<file path="src/rtl/buffer_to_mpf_pkg.sv">
// Shared types for the write path (buffer_to_mpf_sm and buffer_64_to_512).
// Also holds local stand-ins for the CCI-P / MPF channel 1 types and header helpers,
// reduced to the fields this path drives or inspects.
package buffer_to_mpf_pkg;

    localparam int unsigned WORDS_PER_LINE = 8;
    localparam int unsigned WORD_BITS      = 64;
    localparam int unsigned LINE_BITS      = WORDS_PER_LINE * WORD_BITS;
    localparam int unsigned CL_ADDR_BITS   = 42;
    localparam int unsigned MDATA_BITS     = 16;

    typedef logic [31:0] t_line_cnt;

    typedef enum logic [1:0] {
        StIdle    = 2'd0,
        StRun     = 2'd1,
        StWaitAck = 2'd2,
        StDone    = 2'd3
    } t_state;

    typedef logic [CL_ADDR_BITS-1:0] t_cci_clAddr;
    typedef logic [MDATA_BITS-1:0]   t_cci_mdata;
    typedef logic [LINE_BITS-1:0]    t_cci_clData;

    typedef enum logic [3:0] {
        eREQ_WRLINE_I = 4'h0,
        eREQ_WRLINE_M = 4'h1,
        eREQ_WRFENCE  = 4'h4
    } t_cci_c1_req;

    typedef enum logic [3:0] {
        eRSP_WRLINE  = 4'h0,
        eRSP_WRFENCE = 4'h4
    } t_cci_c1_rsp;

    typedef struct packed {
        logic checkLoadStoreOrder;
        logic addrIsVirtual;
    } t_cci_mpf_ReqMemHdrParams;

    typedef struct packed {
        t_cci_c1_req req_type;
        logic        checkLoadStoreOrder;
        logic        addrIsVirtual;
        logic        sop;
        t_cci_clAddr address;
        t_cci_mdata  mdata;
    } t_cci_mpf_c1_ReqMemHdr;

    typedef struct packed {
        t_cci_mpf_c1_ReqMemHdr hdr;
        t_cci_clData           data;
        logic                  valid;
    } t_if_cci_mpf_c1_Tx;

    typedef struct packed {
        t_cci_c1_rsp resp_type;
        t_cci_mdata  mdata;
    } t_cci_c1_RspMemHdr;

    typedef struct packed {
        t_cci_c1_RspMemHdr hdr;
        logic              rspValid;
    } t_if_cci_c1_Rx;

    function automatic t_cci_mpf_ReqMemHdrParams cci_mpf_defaultReqHdrParams();
        t_cci_mpf_ReqMemHdrParams p;
        p.checkLoadStoreOrder = 1'b1;
        p.addrIsVirtual       = 1'b1;
        return p;
    endfunction

    function automatic t_cci_mpf_c1_ReqMemHdr cci_mpf_c1_genReqHdr(
        input t_cci_c1_req              req_type,
        input t_cci_clAddr              address,
        input t_cci_mdata               mdata,
        input t_cci_mpf_ReqMemHdrParams params
    );
        t_cci_mpf_c1_ReqMemHdr h;
        h                     = '0;
        h.req_type            = req_type;
        h.checkLoadStoreOrder = params.checkLoadStoreOrder;
        h.addrIsVirtual       = params.addrIsVirtual;
        h.sop                 = 1'b1;
        h.address             = address;
        h.mdata               = mdata;
        return h;
    endfunction

endpackage

</file>
<file path="src/rtl/buffer_64_to_512.sv">
// Packs 64-bit words into 512-bit lines and queues finished lines in a small FIFO.
// Ports:
//   clk, rst (sync, active-low), clr (sync clear of packer and FIFO)
//   data_in/wr_enable : word input; last marks the final word of the transfer
//   data_out/rd_enable: head line of the FIFO and its pop strobe
//   empty/full        : FIFO status
module buffer_64_to_512
    import buffer_to_mpf_pkg::*;
#(
    parameter int unsigned DEPTH = 2
) (
    input  logic                 clk,
    input  logic                 rst,
    input  logic                 clr,
    input  logic [WORD_BITS-1:0] data_in,
    input  logic                 wr_enable,
    input  logic                 last,
    output logic [LINE_BITS-1:0] data_out,
    input  logic                 rd_enable,
    output logic                 empty,
    output logic                 full
);

    localparam int unsigned PTR_BITS = (DEPTH > 1) ? $clog2(DEPTH) : 1;
    localparam int unsigned IDX_BITS = $clog2(WORDS_PER_LINE);
    localparam logic [IDX_BITS-1:0] LAST_IDX = IDX_BITS'(WORDS_PER_LINE - 1);
    localparam logic [PTR_BITS:0]   FULL_CNT = (PTR_BITS + 1)'(DEPTH);

    logic [IDX_BITS-1:0] word_idx_q;
    logic [LINE_BITS-1:0] partial_q;
    logic [LINE_BITS-1:0] line_next;
    logic [LINE_BITS-1:0] mem_q [DEPTH];
    logic [PTR_BITS-1:0] wr_ptr_q, rd_ptr_q;
    logic [PTR_BITS:0]   count_q;
    logic push, push_ok, pop;

    // Words above the current index are always zero because the line is cleared on push,
    // so a short final line comes out zero-padded.
    always_comb begin
        line_next = partial_q;
        line_next[word_idx_q * WORD_BITS +: WORD_BITS] = data_in;
    end

    assign push    = wr_enable && ((word_idx_q == LAST_IDX) || last);
    assign pop     = rd_enable && !empty;
    assign push_ok = push && (!full || pop);

    assign empty    = (count_q == '0);
    assign full     = (count_q == FULL_CNT);
    assign data_out = mem_q[rd_ptr_q];

    always_ff @(posedge clk) begin
        if (!rst || clr) begin
            word_idx_q <= '0;
            partial_q  <= '0;
            wr_ptr_q   <= '0;
            rd_ptr_q   <= '0;
            count_q    <= '0;
        end else begin
            if (push) begin
                word_idx_q <= '0;
                partial_q  <= '0;
            end else if (wr_enable) begin
                word_idx_q <= word_idx_q + 1'b1;
                partial_q  <= line_next;
            end
            if (push_ok) wr_ptr_q <= wr_ptr_q + 1'b1;
            if (pop)     rd_ptr_q <= rd_ptr_q + 1'b1;
            if (push_ok && !pop)      count_q <= count_q + 1'b1;
            else if (!push_ok && pop) count_q <= count_q - 1'b1;
        end
    end

    always_ff @(posedge clk) begin
        if (push_ok) mem_q[wr_ptr_q] <= line_next;
    end

endmodule

</file>
<file path="src/rtl/buffer_to_mpf_sm.sv">
// Write-side state machine: packs result words into lines, issues WRLINE_I requests on
// MPF channel 1 to consecutive lines starting at first_clAddr, and counts write responses.
// Ports:
//   clk, reset (sync, active-low), run (start pulse, honoured in IDLE/DONE)
//   data_length (bytes), first_clAddr : latched on an accepted run
//   in_data/in_valid/in_ready         : 64-bit word stream
//   c1Tx/c1TxAlmFull/c1Rx             : MPF channel 1 request/response
//   busy (RUN or WAIT_ACK), done (DONE)
module buffer_to_mpf_sm
    import buffer_to_mpf_pkg::*;
#(
    parameter int unsigned LINE_FIFO_DEPTH = 2
) (
    input  logic              clk,
    input  logic              reset,
    input  logic              run,
    input  logic [63:0]       data_length,
    input  t_cci_clAddr       first_clAddr,
    input  logic [63:0]       in_data,
    input  logic              in_valid,
    output logic              in_ready,
    output t_if_cci_mpf_c1_Tx c1Tx,
    input  logic              c1TxAlmFull,
    input  t_if_cci_c1_Rx     c1Rx,
    output logic              busy,
    output logic              done
);

    t_state      state_q, state_d;
    t_line_cnt   total_words_q, total_lines_q;
    t_line_cnt   words_q, words_d, lines_q, lines_d, acks_q, acks_d;
    t_cci_clAddr first_addr_q;

    logic [38:0] len;
    t_line_cnt   new_words, new_lines;
    logic        run_ok, accept, last_word, issue, ack;
    logic        fifo_empty, fifo_full;
    t_cci_clData fifo_data;
    logic        unused_bits;

    // Only 38 length bits matter; the response mdata is not needed to count acks.
    assign unused_bits = ^{data_length[63:38], c1Rx.hdr.mdata};

    assign len       = {1'b0, data_length[37:0]};
    assign new_words = t_line_cnt'((len + 39'd7) >> 3);
    assign new_lines = t_line_cnt'((len + 39'd63) >> 6);

    assign run_ok    = run && ((state_q == StIdle) || (state_q == StDone));
    assign in_ready  = (state_q == StRun) && !fifo_full && (words_q < total_words_q);
    assign accept    = in_valid && in_ready;
    assign last_word = (words_q + 32'd1) == total_words_q;
    assign issue     = (state_q == StRun) && !fifo_empty && !c1TxAlmFull
                       && (lines_q < total_lines_q);
    assign ack       = c1Rx.rspValid && (c1Rx.hdr.resp_type == eRSP_WRLINE)
                       && ((state_q == StRun) || (state_q == StWaitAck));

    assign busy = (state_q == StRun) || (state_q == StWaitAck);
    assign done = (state_q == StDone);

    buffer_64_to_512 #(
        .DEPTH (LINE_FIFO_DEPTH)
    ) u_packer (
        .clk       (clk),
        .rst       (reset),
        .clr       (run_ok),
        .data_in   (in_data),
        .wr_enable (accept),
        .last      (last_word),
        .data_out  (fifo_data),
        .rd_enable (issue),
        .empty     (fifo_empty),
        .full      (fifo_full)
    );

    always_comb begin
        words_d = words_q;
        lines_d = lines_q;
        acks_d  = acks_q;
        if (run_ok) begin
            words_d = '0;
            lines_d = '0;
            acks_d  = '0;
        end else begin
            if (accept) words_d = words_q + 32'd1;
            if (issue)  lines_d = lines_q + 32'd1;
            if (ack)    acks_d  = acks_q + 32'd1;
        end
    end

    // Transitions use next-state counts so the last issue and the final ack can land on
    // the same edge.
    always_comb begin
        state_d = state_q;
        case (state_q)
            StIdle, StDone: begin
                if (run) state_d = (new_lines == '0) ? StDone : StRun;
            end
            StRun: begin
                if (lines_d == total_lines_q) begin
                    state_d = (acks_d == total_lines_q) ? StDone : StWaitAck;
                end
            end
            StWaitAck: begin
                if (acks_d == total_lines_q) state_d = StDone;
            end
            default: state_d = StIdle;
        endcase
    end

    always_ff @(posedge clk) begin
        if (!reset) begin
            state_q       <= StIdle;
            total_words_q <= '0;
            total_lines_q <= '0;
            words_q       <= '0;
            lines_q       <= '0;
            acks_q        <= '0;
            first_addr_q  <= '0;
            c1Tx          <= '0;
        end else begin
            state_q <= state_d;
            words_q <= words_d;
            lines_q <= lines_d;
            acks_q  <= acks_d;
            if (run_ok) begin
                total_words_q <= new_words;
                total_lines_q <= new_lines;
                first_addr_q  <= first_clAddr;
            end
            c1Tx.valid <= issue;
            if (issue) begin
                c1Tx.hdr  <= cci_mpf_c1_genReqHdr(eREQ_WRLINE_I,
                                                  first_addr_q + t_cci_clAddr'(lines_q),
                                                  t_cci_mdata'(lines_q[15:0]),
                                                  cci_mpf_defaultReqHdrParams());
                c1Tx.data <= fifo_data;
            end
        end
    end

endmodule

</file>
<file path="config.mk">
export PLATFORM = sky130hd
export DESIGN_NAME = buffer_to_mpf_sm
export DESIGN_NICKNAME = d
export VERILOG_FILES = /design/src/rtl/buffer_to_mpf_pkg.sv /design/src/rtl/buffer_64_to_512.sv /design/src/rtl/buffer_to_mpf_sm.sv
export SDC_FILE = /design/constraint.sdc
export NUM_CORES = 2
export LEC_CHECK = 0
export ABC_AREA = 1
export BUFFER_PORTS_ARGS = -buffer_cell sky130_fd_sc_hd__buf_2
export CAP_MARGIN = 10
export CORE_ASPECT_RATIO = 0.5
export CORE_UTILIZATION = 40
export CTS_CLUSTER_SIZE = 30
export DETAILED_ROUTE_END_ITERATION = 6
export GPL_TIMING_DRIVEN = 0
export PLACE_DENSITY = 0.57
export SKIP_LAST_GASP = 1
export SLEW_MARGIN = 10
export SYNTH_ARGS = -nofsm -noshare
export SYNTH_HDL_FRONTEND = slang
export SYNTH_SLANG_ARGS = --single-unit
</file>
<file path="constraint.sdc">
create_clock -name clk -period 62.6 [get_ports clk]
set_input_delay 12.52 -clock clk [delete_from_list [all_inputs] [get_ports clk]]
set_output_delay 12.52 -clock clk [all_outputs]
set_load 0.02 [all_outputs]
</file>
Word-level counts from Yosys, hierarchy flattened
Memories as Yosys holds them, arrays and structs flattened. A register that Yosys moved wholly into a read port is not among the register bits.
Cells that the tools add are included.

word-level totals
  RAM bits = 1024
  memories = 1
  output and inout port bits = 581
  register bits = 783

operators by class
  reductions and logical operators = 35
  $add $sub $neg = 12
  $lt $le $gt $ge = 2
  equal/unequal tests = 11
  shifts and indexed selects = 2
  multiplexer cells = 15
  bitwise operators = 1

memory list
  name            depth  width  read ports  clocked after Yosys merged registers in  write ports  line                    text
  u_packer.mem_q  2      512    1           1                                        1            buffer_64_to_512.sv:32  logic [LINE_BITS-1:0] mem_q [DEPTH];

operator list
  cell                         number
  $bwmux W512                  1
  $shift A64 B34 Y512 const A  1
  $shiftx A64 B34 Y512         1
  $mux W32                     4
  $add A32 B1 Y32 const B      3
  $eq A32 B32 Y1               3
  $lt A32 B32 Y1               2
  $add A42 B32 Y42             1
  $add A38 B6 Y38 const B      1
  $add A35 B3 Y35 const B      1
  $neg A9 Y34                  1
  $logic_not A32 Y1            1
  $logic_and A1 B1 Y1          14
  $mux W2                      6
  $logic_not A1 Y1             7
  $eq A2 B2 Y1 const B         3
  $pmux W2 S3                  1
  $reduce_or A2 Y1             3
  $logic_or A1 B1 Y1           5
  $logic_not A2 Y1             2
  $logic_not A4 Y1             1
  $ne A2 B1 Y1 const B         2
  $add A3 B1 Y3 const B        1
  $eq A3 B3 Y1 const B         1
  9 further kinds              12

Logic depth before layout (Yosys ltp)
  depth after elaboration = 12
  mapped depth = 27

By module
Synthesis repeated with hierarchy kept, for this count alone.

second synthesis, totals
  cells, all modules = 11843
  area, all modules = 101640.0 um^2

modules (own cells, without submodules)
  module            times used  area each (um^2)  cells each
  buffer_64_to_512  1           66765.3           7015
  buffer_to_mpf_sm  1           34874.7           4828

Worst setup path after synthesis
No wires, ideal clock.

  path type = input port to flip-flop
  start = input port in_valid
  end = memory u_packer.mem_q[1][0] in the netlist's numbering, enable pin
  data arrival time = 34.128 ns
  stages on the path = 4
  setup slack = 27.073 ns
  cells stage by stage = nand4_1 -> inv_1 -> nand2_4 -> nor2_1

between the ends
  cells in the longest elaborated chain, start to end = 5

RTL lines
  element                        line                    text
  start: declaration             buffer_to_mpf_sm.sv:20  input logic in_valid,
  $logic_and A1 B1 Y1            buffer_to_mpf_sm.sv:50  assign accept = in_valid && in_ready;
  $logic_and A1 B1 Y1            buffer_64_to_512.sv:44  assign push = wr_enable && ((word_idx_q == LAST_IDX) || last);
  $logic_and A1 B1 Y1            buffer_64_to_512.sv:46  assign push_ok = push && (!full || pop);
  $mux W1                        buffer_64_to_512.sv:75  if (push_ok) mem_q[wr_ptr_q] <= line_next;
  $mux W1 (not written as such)  buffer_64_to_512.sv:75
  end: declaration               buffer_64_to_512.sv:32

No other way between the ends.

Final worst setup path
  start = input port in_valid
  end = memory u_packer.mem_q[0][123] in the netlist's numbering, enable pin

The elaborated chain is that of the path after synthesis.

==> results.sh <==
export IMPL_status="completed"
export IMPL_path_buf_inv=9
export IMPL_num_rows=127
export IMPL_fin_crit_sh=0.277
export IMPL_synth_seq_area_share=0.584
export IMPL_p_total_mw=3.54
export IMPL_dr_pass1_iters=6
export IMPL_via_per_inst=5.36
export IMPL_endpoint_kind="flip-flop"
export IMPL_grt_overflow_total=0
export IMPL_cts_buffers_inserted=215
export IMPL_ios=777
export IMPL_worst_slew_pin_slew_ns=1.39
export IMPL_wl_um=370000
export IMPL_cts_tree="yes"
export IMPL_required_ns=63.11
export IMPL_cp_top_family="buffers and inverters"
export IMPL_wl_per_cell_um=24.5
export IMPL_post_route_drc_count=0
export IMPL_relSlewSlack=0.0719
export IMPL_path_cells="buf_2 > nand4_1 > inv_1 > clkbuf_1 > clkbuf_1 > nand3_1 > inv_8 > buf_16 > buf_16 > buf_16 > buf_16"
export IMPL_leakagePower_nw=42.4
export IMPL_crit_arrival_ns=17.84
export IMPL_synthArstFlopShare=0
export IMPL_grtUsageTotal=0.291
export IMPL_post_cts_buffers=0
export IMPL_rsz0062_at_grt="false"
export IMPL_dieHeight_um=350
export IMPL_start_util=0.404
export IMPL_drtIter0Drc=8590
export IMPL_postSynthAreaPerCell_um2=9.10
export IMPL_grt_pass1_vias=73700
export IMPL_ys_warn_count=0
export IMPL_clk_path_buf_depth=4
export IMPL_setup_viol=0
export IMPL_nets=12000
export IMPL_vias=80800
export IMPL_gp_congestion=0.976
export IMPL_slew_violations=0
export IMPL_ctsResizeCount=0
export IMPL_die_w_um=699
export IMPL_netlist_instances=10700
export IMPL_syn2layout_area_growth_pct=16.2
export IMPL_ir_drop_mv=0.0206
export IMPL_core_area_um2=241000
export IMPL_fmax_mhz=57.7
export IMPL_finalHoldViolCount=0
export IMPL_htreeDepth=4
export IMPL_grt_pass1_wl_um=521000
export IMPL_ant_nets=0
export IMPL_hold_slack_ns=0.458
export IMPL_crit_fanout=101
export IMPL_hold_buffers=0
export IMPL_critPathKind="input port to flip-flop"
export IMPL_synth_cell_types=57
export IMPL_antenna_found_initial=35
export IMPL_fin_crit_ns=17.33
export IMPL_insertion_delay_ns=0.91
export IMPL_cts_root_buf="clkbuf_16"
export IMPL_drive_above_1_share=0.145
export IMPL_drv_cap=0
export IMPL_p_per_area_nw_per_um2=31.3
export IMPL_slowest_stage="clkbuf_1"
export IMPL_clk_pin_slew_ns=0.07
export IMPL_dieArea_um2=245000
export IMPL_clock_skew_ns=0.102
export IMPL_cp_start_kind="input port"
export IMPL_cts_sinks=2319
export IMPL_synth_edff_count=1024
export IMPL_synthFlopType="dfxtp_1"
export IMPL_grt_max_degree=102
export IMPL_cp_common_cell="buf_16"
export IMPL_fin_tns_setup_ns=0
export IMPL_dp_hpwl_um=284000
export IMPL_cpPeakStageDelay_ns=0.77
export IMPL_port_buffers=729
export IMPL_ys_seq_elements=2319
export IMPL_syn_area_um2=97100
export IMPL_hp_class="flip-flop to flip-flop"
## where the power goes
part	total, mW	internal, mW	switching, mW
Combinational	0.541	0.149	0.392
Sequential	1.63	1.60	0.0255
Clock	1.37	0.760	0.608
Total	3.54	2.51	1.03
## layout by cell type, fill, tap and decap left out, drive strengths merged, types with 8 or more instances in the layout
| cell | instances |
|---|---|
| clkinvlp | 11 |
| nor3 | 73 |
| a22o | 33 |
| dfxtp | 1295 |
| nand4 | 100 |
| o21ai | 673 |
| nor2 | 515 |
| ha | 109 |
| clkinv | 77 |
| o21bai | 8 |
| bufinv | 21 |
| diode | 21 |
| o22ai | 31 |
| o31ai | 69 |
| buf | 885 |
| nand2 | 3905 |
| nor4 | 20 |
| mux2 | 64 |
| a21oi | 703 |
| nand3 | 281 |
| edfxtp | 1024 |
| inv | 342 |
| clkbuf | 867 |
| xnor2 | 24 |
| a31oi | 521 |
| xor2 | 119 |
## kinds of logic after synthesis
family | Yosys count | share of synthesized area
AND/OR/NAND/NOR | 4909 | 0.199
XOR/XNOR | 143 | 0.0129
other | 1 | 0.0000386
multiplexers | 64 | 0.00742
adder cells (fa/ha/maj) | 110 | 0.0142
AO/OA/AOI/OAI | 2080 | 0.134
flip-flops | 2319 | 0.584
buffers and inverters | 1044 | 0.0487
## state kept, by name (all words and copies together) (netlist names)
name,count
total_lines_q,32
u_packer.rd_ptr_q,1
words_q,32
first_addr_q,42
u_packer.word_idx_q,3
u_packer.partial_q,512
state_q,2
c1Tx,572
total_words_q,32
lines_q,32
u_packer.wr_ptr_q,1
u_packer.count_q,2
u_packer.mem_q,1024
acks_q,32
## area by class of cell
type | instances | area, um2
Antenna cell | 21 | 52.6
Buffer | 703 | 3490
Clock buffer | 285 | 5990
Clock inverter | 110 | 1140
Fill cell | 23200 | 128000
Inverter | 341 | 1290
Multi-Input combinational cell | 7310 | 35700
Sequential cell | 2319 | 56700
Tap cell | 3225 | 4040
Timing Repair Buffer | 764 | 4490
## per-stage QoR
step / utilization / setup slack, ns / cell area (um2) / std cells
final: 0.469 / 45.27 / 113000 / 15100
after global routing: 0.469 / 45.14 / 113000 / 15100
after CTS: 0.469 / 45.43 / 113000 / 15100
after detailed placement: 0.439 / 44.50 / 106000 / 14700
after global placement: 0.436 / 11.39 / 105000 / 14600
after floorplan: - / 27.07 / 97100 / 10700
## tightest hold or removal path, delay by kind of cell, from the launching register on
kind | cells | cell delay (ns)
flip-flops | 1 | 0.31
AND/OR/NAND/NOR | 1 | 0.06
AO/OA/AOI/OAI | 1 | 0.05
## synthesized netlist by cell type, types with 7 or more instances
cell type / n / area, um2
a21oi_1: 303 / 1520
a21oi_2: 400 / 3500
a22o_1: 33 / 289
a31oi_1: 521 / 3260
buf_1: 23 / 86.3
buf_12: 45 / 901
buf_2: 47 / 235
clkbuf_1: 582 / 2180
clkinv_1: 8 / 30.0
dfxtp_1: 1295 / 25900
edfxtp_1: 1024 / 30700
ha_1: 109 / 1360
inv_1: 326 / 1220
inv_2: 7 / 26.3
mux2_2: 64 / 721
nand2_1: 3900 / 14600
nand3_1: 280 / 1400
nand4_1: 99 / 619
nor2_1: 511 / 1920
nor3_1: 71 / 355
nor4_1: 20 / 125
o21a_1: 7 / 52.6
o21ai_0: 672 / 3360
o21bai_1: 8 / 60.1
o22ai_1: 31 / 194
o31ai_1: 69 / 518
or2_2: 7 / 43.8
xnor2_1: 24 / 210
xor2_1: 119 / 1040
## worst paths after layout
kind                                         endpoint  slack [ns]                                start  cells past startpoint
hold / removal    u_packer.partial_q[48]$_SDFFE_PP0P_        0.46  u_packer.partial_q[48]$_SDFFE_PP0P_                      2
setup reg to reg     u_packer.mem_q[0][123]$_DFFE_PP_       55.51        total_words_q[1]$_SDFFE_PN0P_                     21
setup / recovery     u_packer.mem_q[0][123]$_DFFE_PP_       45.27                             in_valid                     11
hold reg to reg   u_packer.partial_q[48]$_SDFFE_PP0P_        0.46  u_packer.partial_q[48]$_SDFFE_PP0P_                      2
## per-layer routing
metal	track usage	share of wire
met5	0	0.000089
met4	0.138	0.054
met3	0.0516	0.077
met2	0.467	0.45
met1	0.384	0.42
No activity file was read; power rests on OpenSTA's default activity.
